**config.mk**
```make
export PLATFORM = sky130hd
export DESIGN_NAME = program_loader
export DESIGN_NICKNAME = d
export VERILOG_FILES = /design/src/rtl/program_loader.sv
export SDC_FILE = /design/constraint.sdc
export NUM_CORES = 1
export LEC_CHECK = 0
export ABC_AREA = 0
export CAP_MARGIN = 0
export CORE_ASPECT_RATIO = 1.5
export CORE_MARGIN = 3
export CORE_UTILIZATION = 52
export DETAILED_ROUTE_END_ITERATION = 7
export GPL_TIMING_DRIVEN = 0
export PLACE_DENSITY = 0.83
export SLEW_MARGIN = 20
export SYNTH_ARGS = -nofsm -noshare
export SYNTH_HDL_FRONTEND = slang
export SYNTH_SLANG_ARGS = --single-unit
```
**constraint.sdc**
```tcl
create_clock -name clock -period 2.65 [get_ports clock]
set_input_delay 0.53 -clock clock [delete_from_list [all_inputs] [get_ports clock]]
set_output_delay 0.53 -clock clock [all_outputs]
set_load 0.02 [all_outputs]
```
**src/rtl/program_loader.sv**
```systemverilog
// Streams a big-endian byte image into CPU instruction memory one word at a time,
// holding the CPU in reset-like hold (cpu_run=0) until the whole image has landed.
//
// state | meaning
// IDLE  | waiting for start after reset; CPU held
// RECV  | accepting bytes of the current word
// WRITE | one-cycle instruction memory write of the assembled word
// DONE  | image complete; CPU released, new start reloads from index 0
module program_loader #(
    parameter int INSTR_MEM_SIZE = 32,
    parameter int ADDR_WIDTH     = 5
) (
    input  logic                  clock,
    input  logic                  reset,
    input  logic                  start,
    input  logic [ADDR_WIDTH:0]   length,
    input  logic                  byte_valid,
    input  logic [7:0]            byte_data,
    output logic                  byte_ready,
    output logic                  imem_we,
    output logic [ADDR_WIDTH-1:0] imem_addr,
    output logic [31:0]           imem_wdata,
    output logic                  cpu_run,
    output logic                  busy,
    output logic                  done,
    output logic                  error
);

    typedef enum logic [1:0] {IDLE, RECV, WRITE, DONE} state_t;

    localparam logic [ADDR_WIDTH:0] MAX_LEN = (ADDR_WIDTH+1)'(INSTR_MEM_SIZE);

    state_t              state;
    logic [ADDR_WIDTH:0] len_q;
    logic [ADDR_WIDTH:0] wcnt;
    logic [1:0]          bcnt;
    logic [23:0]         word;   // first three bytes; the fourth goes straight to imem_wdata
    logic                len_ok;

    assign len_ok = (length != '0) && (length <= MAX_LEN);

    always_ff @(posedge clock) begin
        if (reset) begin
            state      <= IDLE;
            len_q      <= '0;
            wcnt       <= '0;
            bcnt       <= '0;
            word       <= '0;
            byte_ready <= 1'b0;
            imem_we    <= 1'b0;
            imem_addr  <= '0;
            imem_wdata <= '0;
            cpu_run    <= 1'b0;
            busy       <= 1'b0;
            done       <= 1'b0;
            error      <= 1'b0;
        end else begin
            case (state)
                IDLE, DONE: begin
                    if (start) begin
                        if (len_ok) begin
                            state      <= RECV;
                            len_q      <= length;
                            wcnt       <= '0;
                            bcnt       <= '0;
                            error      <= 1'b0;
                            byte_ready <= 1'b1;
                            busy       <= 1'b1;
                            done       <= 1'b0;
                            cpu_run    <= 1'b0;
                        end else begin
                            error <= 1'b1;
                        end
                    end
                end
                RECV: begin
                    if (byte_valid && byte_ready) begin
                        word <= {word[15:0], byte_data};
                        bcnt <= bcnt + 2'd1;
                        if (bcnt == 2'd3) begin
                            state      <= WRITE;
                            byte_ready <= 1'b0;
                            imem_we    <= 1'b1;
                            imem_addr  <= wcnt[ADDR_WIDTH-1:0];
                            imem_wdata <= {word, byte_data};
                        end
                    end
                end
                WRITE: begin
                    imem_we <= 1'b0;
                    wcnt    <= wcnt + 1'b1;
                    bcnt    <= '0;
                    if (wcnt + 1'b1 == len_q) begin
                        state   <= DONE;
                        busy    <= 1'b0;
                        done    <= 1'b1;
                        cpu_run <= 1'b1;
                    end else begin
                        state      <= RECV;
                        byte_ready <= 1'b1;
                    end
                end
                default: state <= IDLE;
            endcase
        end
    end

endmodule
```
==> impl_summary.md <==
Clock tree
After clock tree synthesis, the setup repair step added 0 buffers. The TritonCTS buffer count is 9. The maximum buffer depth of the clock tree is 2. The clock transition at the registers of the reported paths is ~0.080 ns. Clock latency on the worst-skew pair, taken at its later pin, is between 0.3 and 0.4 ns.

The hold-fix buffer count after cts is 0. Post-CTS repair changed the size of 0 cells. The number of H-tree branching levels is 3. TritonCTS built the clock tree. The root buffer cell is sky130_fd_sc_hd__clkbuf_8. The number of sinks handled by clock tree synthesis is 82.

Timing
The max-slew violation count is 0. The worst path needs between 2 and 2.5 ns of the cycle, external delays included. Setup total negative slack on the finished layout was measured at 0 ns.

The worst pin sits at a relative slew slack of between 60% and 70%. The clock arrives with around 0.0083 ns of skew. Setup repair after global routing left no endpoint under its margin. The highest attainable clock frequency is 0.439 GHz.

The final clock period utilization by the worst path is a little under nine tenths. At the pin with the least slew margin, the transition time is 0.566 ns. The hold violation count in the final report is 0. Final hold analysis gives a worst-case slack of approximately 0.45 ns. Setup violations remaining at the end of the flow were counted as 0.

Final layout
In the layout the commonest cells are sky130_fd_sc_hd__nand2_1 (128), sky130_fd_sc_hd__dfxtp_1 (82), sky130_fd_sc_hd__a21oi_1 (72). The commonest non-fill, non-tap cell in the layout is sky130_fd_sc_hd__nand2_1. The repair_antennas step left the layout with diodes totalling 0.

The final cell count without fillers is between 500 and 600. Compared with the post-synthesis result, the final layout area differs by 27.4%. The final standard cell utilization of the core is between 70% and 80%. The final instance area is 4200 um2. The post-layout net count is about 500.

In the final layout, the share of cells above drive strength 1 is 5.79%.

Power
The register share of total power is 46.7%. The share of total power dissipated in the clock network is between 30% and 40%. The leakage power is between 1 and 1.5 nW. In this run the power spent charging and discharging nets is 0.859 mW. The power per unit of standard cell area is 683 nW/um2. Across the VDD grid, the largest voltage drop is 500 uV. Net switching is roughly 30% of the power. The internal power of the cells totals about 2 mW. In this run, the combinational gates consume 20.2% of the power.

Detailed routing
Once detail routing completed, the nets flagged for antenna violations numbered 0. Detailed routing inserted a total of 3032 vias. The detailed-routed wire length on met2 is approximately 4100 um. In the final routing, the length of wire on met1 measures 3110 um.

Using the TritonRoute via totals, the vias-per-cell ratio works out to roughly 5.5. The final routed wire length divided by cell count is roughly 14 um. Summed over all layers, the routed wires come to around 7800 um. The remaining design rule violation count is 0. The routed design uses between 300 and 400 um of met3 wire.

Before antenna repair, the detailed router went through 4 iterations. The uppermost metal layer occupied by signal nets is met4. The detailed router finished its first iteration with 233 violations.

Placed design
The placed instances occupy a cell area of 3980 um2. The number of placed cells counting well taps is 540. The congestion estimate from routability-driven global placement came to just over 0.9. Input and output buffers added on the ports amount to 60.

The placed wire-length estimate is a little under 6000 um.

Worst setup path
The kind of cell adding the most delay to the critical path is buffers and inverters. In this run the worst path has a maximum fanout of 10. The type of destination of the critical path is a flip-flop.

At the worst endpoint, the arrival time is around 2.6 ns. The slowest cell on the critical path is sky130_fd_sc_hd__clkdlybuf4s50_1. The count of buffer and inverter cells on the critical path is 2. The worst setup path is launched from a primary input. The worst path required time is a little under 3 ns. For this run, the slowest stage of the critical path takes ~0.42 ns. The critical path start-end classification is primary input to flip-flop.

Walking the worst path, the cells encountered are clkdlybuf4s50_1 -> or3_4 -> mux2_2 -> and2_1 -> clkbuf_1 -> o21ai_0 -> a21oi_1.

Yosys
After synthesis, flip-flops and latches occupy between 40% and 50% of the total area. The dominant synthesized flop cell is sky130_fd_sc_hd__dfxtp_1. The cell area that synthesis handed to floorplanning was 3290 um2. Counting flops with a built-in enable in the synthesized netlist gives 0. Synthesis inferred ~80 register bits. The gate count after technology mapping is 408. The cell taking the most area after synthesis is sky130_fd_sc_hd__dfxtp_1. The post-synthesis async set-or-reset flop share is 0%. Ranked by total cell area, the synthesized netlist is headed by sky130_fd_sc_hd__dfxtp_1 (50%), sky130_fd_sc_hd__nand2_1 (15%), sky130_fd_sc_hd__a21oi_1 (11%). The average instance in the mapped netlist occupies just over 8 um2. The portion of synthesized cell area occupied by the leading cell type is 49.9%. The number of synthesis warnings is 0. Yosys mapped the design onto between 40 and 50 distinct sky130hd cell types.

Counting every net in the synthesized netlist gives 431.

GRT
Global routing finished with a remaining overflow of 0. The first global-routing pass estimated 12800 um of wire. The maximum number of pins on one net before global-route repair is 15. The number of antenna violations at the first check in global routing was 0. The number of global-route vias before repair is between 2000 and 3000.

In the global route stage, overall resource usage came out at between 20% and 30%.

Run status
The run finished with clean final reports.

Floorplan
From left edge to right edge, the die measures 71.0 um. After floorplanning, the core was sized to cover ~6000 um2. The initial core utilization is 55.3%. between 60 and 70 I/O pins were placed. The number of core rows is 34. The full die area is 7340 um2. The chip height is between 100 and 150 um.

Flow run
The max capacitance violation total is 0.

Worst hold path
The classification of the worst-slack hold path is flip-flop to flip-flop.
-- cells in the mapped netlist, types with 2 or more instances --
master and n:
sky130_fd_sc_hd__a211oi_1 7, sky130_fd_sc_hd__a21oi_1 72, sky130_fd_sc_hd__and2_1 5, sky130_fd_sc_hd__buf_2 5
sky130_fd_sc_hd__buf_4 2, sky130_fd_sc_hd__clkbuf_1 19, sky130_fd_sc_hd__dfxtp_1 82, sky130_fd_sc_hd__ha_1 5
sky130_fd_sc_hd__inv_1 5, sky130_fd_sc_hd__mux2i_1 6, sky130_fd_sc_hd__nand2_1 128, sky130_fd_sc_hd__nand2b_1 4
sky130_fd_sc_hd__nand3_1 7, sky130_fd_sc_hd__nand4_1 2, sky130_fd_sc_hd__nor2_1 10, sky130_fd_sc_hd__nor2b_1 2
sky130_fd_sc_hd__nor3_1 2, sky130_fd_sc_hd__o211ai_1 2, sky130_fd_sc_hd__o21ai_0 13, sky130_fd_sc_hd__or3_1 2
sky130_fd_sc_hd__xnor2_1 5, sky130_fd_sc_hd__xor2_1 2
-- sequential cells by signal, indices dropped and copies added (netlist names), 2 cells and up --
register	count
len_q	6
imem_addr	5
wcnt	6
word	24
bcnt	2
state	2
imem_wdata	32
-- area by class of cell --
type,instances,area (um2)
plain buffers,27,123
clock buffers,11,151
clock inverters,5,61.3
fillers,508,1760
inverters,5,18.8
multi-input cells,294,1510
flip-flops and latches,82,1640
well taps,72,90.1
repair buffers,60,601
-- per-layer routing --
layer,up-vias,GRT usage [%]
li1,1514,-
met1,1410,23.6
met2,88,41.2
met3,20,3.77
met4,0,11.0
met5,-,0
-- worst reg2reg max path, cell delays in order (launching register included) --
cell and delay (ns):
sky130_fd_sc_hd__dfxtp_1 0.39, sky130_fd_sc_hd__ha_1 0.28, sky130_fd_sc_hd__and3_1 0.18, sky130_fd_sc_hd__buf_2 0.19
sky130_fd_sc_hd__and2_1 0.18, sky130_fd_sc_hd__clkbuf_1 0.40, sky130_fd_sc_hd__buf_2 0.31, sky130_fd_sc_hd__nand2_1 0.08
sky130_fd_sc_hd__a21oi_1 0.13
-- power groups by stage --
stage	clock network [mW]	registers, mW	logic (mW)
final	0.948	1.34	0.580
after global routing	1.02	1.35	0.634
after CTS	0.959	1.34	0.574
after detailed placement	0	1.36	0.570
after global placement	0	1.36	0.562
after floorplan	0	1.37	0.383
-- metrics by stage --
stage | total power, mW | setup WS [ns]
finish | 2.87 | 0.374
global placement | 1.92 | 0.0588
CTS | 2.87 | 0.395
global route | 3.00 | 0.258
floorplan | 1.76 | 0.586
detailed placement | 1.93 | 0.0346
-- cells by family after synthesis --
| logic type | Yosys count | synth area share [%] |
|---|---|---|
| AO/OA/AOI/OAI | 103 | 17.2 |
| XOR/XNOR | 7 | 1.86 |
| adder cells (fa/ha/maj) | 5 | 1.90 |
| buffers and inverters | 32 | 4.29 |
| flip-flops | 82 | 49.9 |
| multiplexers | 7 | 2.17 |
| AND/OR/NAND/NOR | 172 | 22.7 |
-- worst paths after layout --
kind	startpoint	to	slack, ns	cells after the start
setup / recovery	length[0]	wcnt[2]$_SDFFE_PP0P_	0.37	7
hold / removal	word[18]$_SDFFE_PP0P_	imem_wdata[26]$_SDFFE_PP0P_	0.45	2
setup reg to reg	state[0]$_SDFFE_PP0P_	imem_wdata[16]$_SDFFE_PP0P_	0.46	8
hold reg to reg	word[18]$_SDFFE_PP0P_	imem_wdata[26]$_SDFFE_PP0P_	0.45	2
Power figures use the tool's default switching activity.
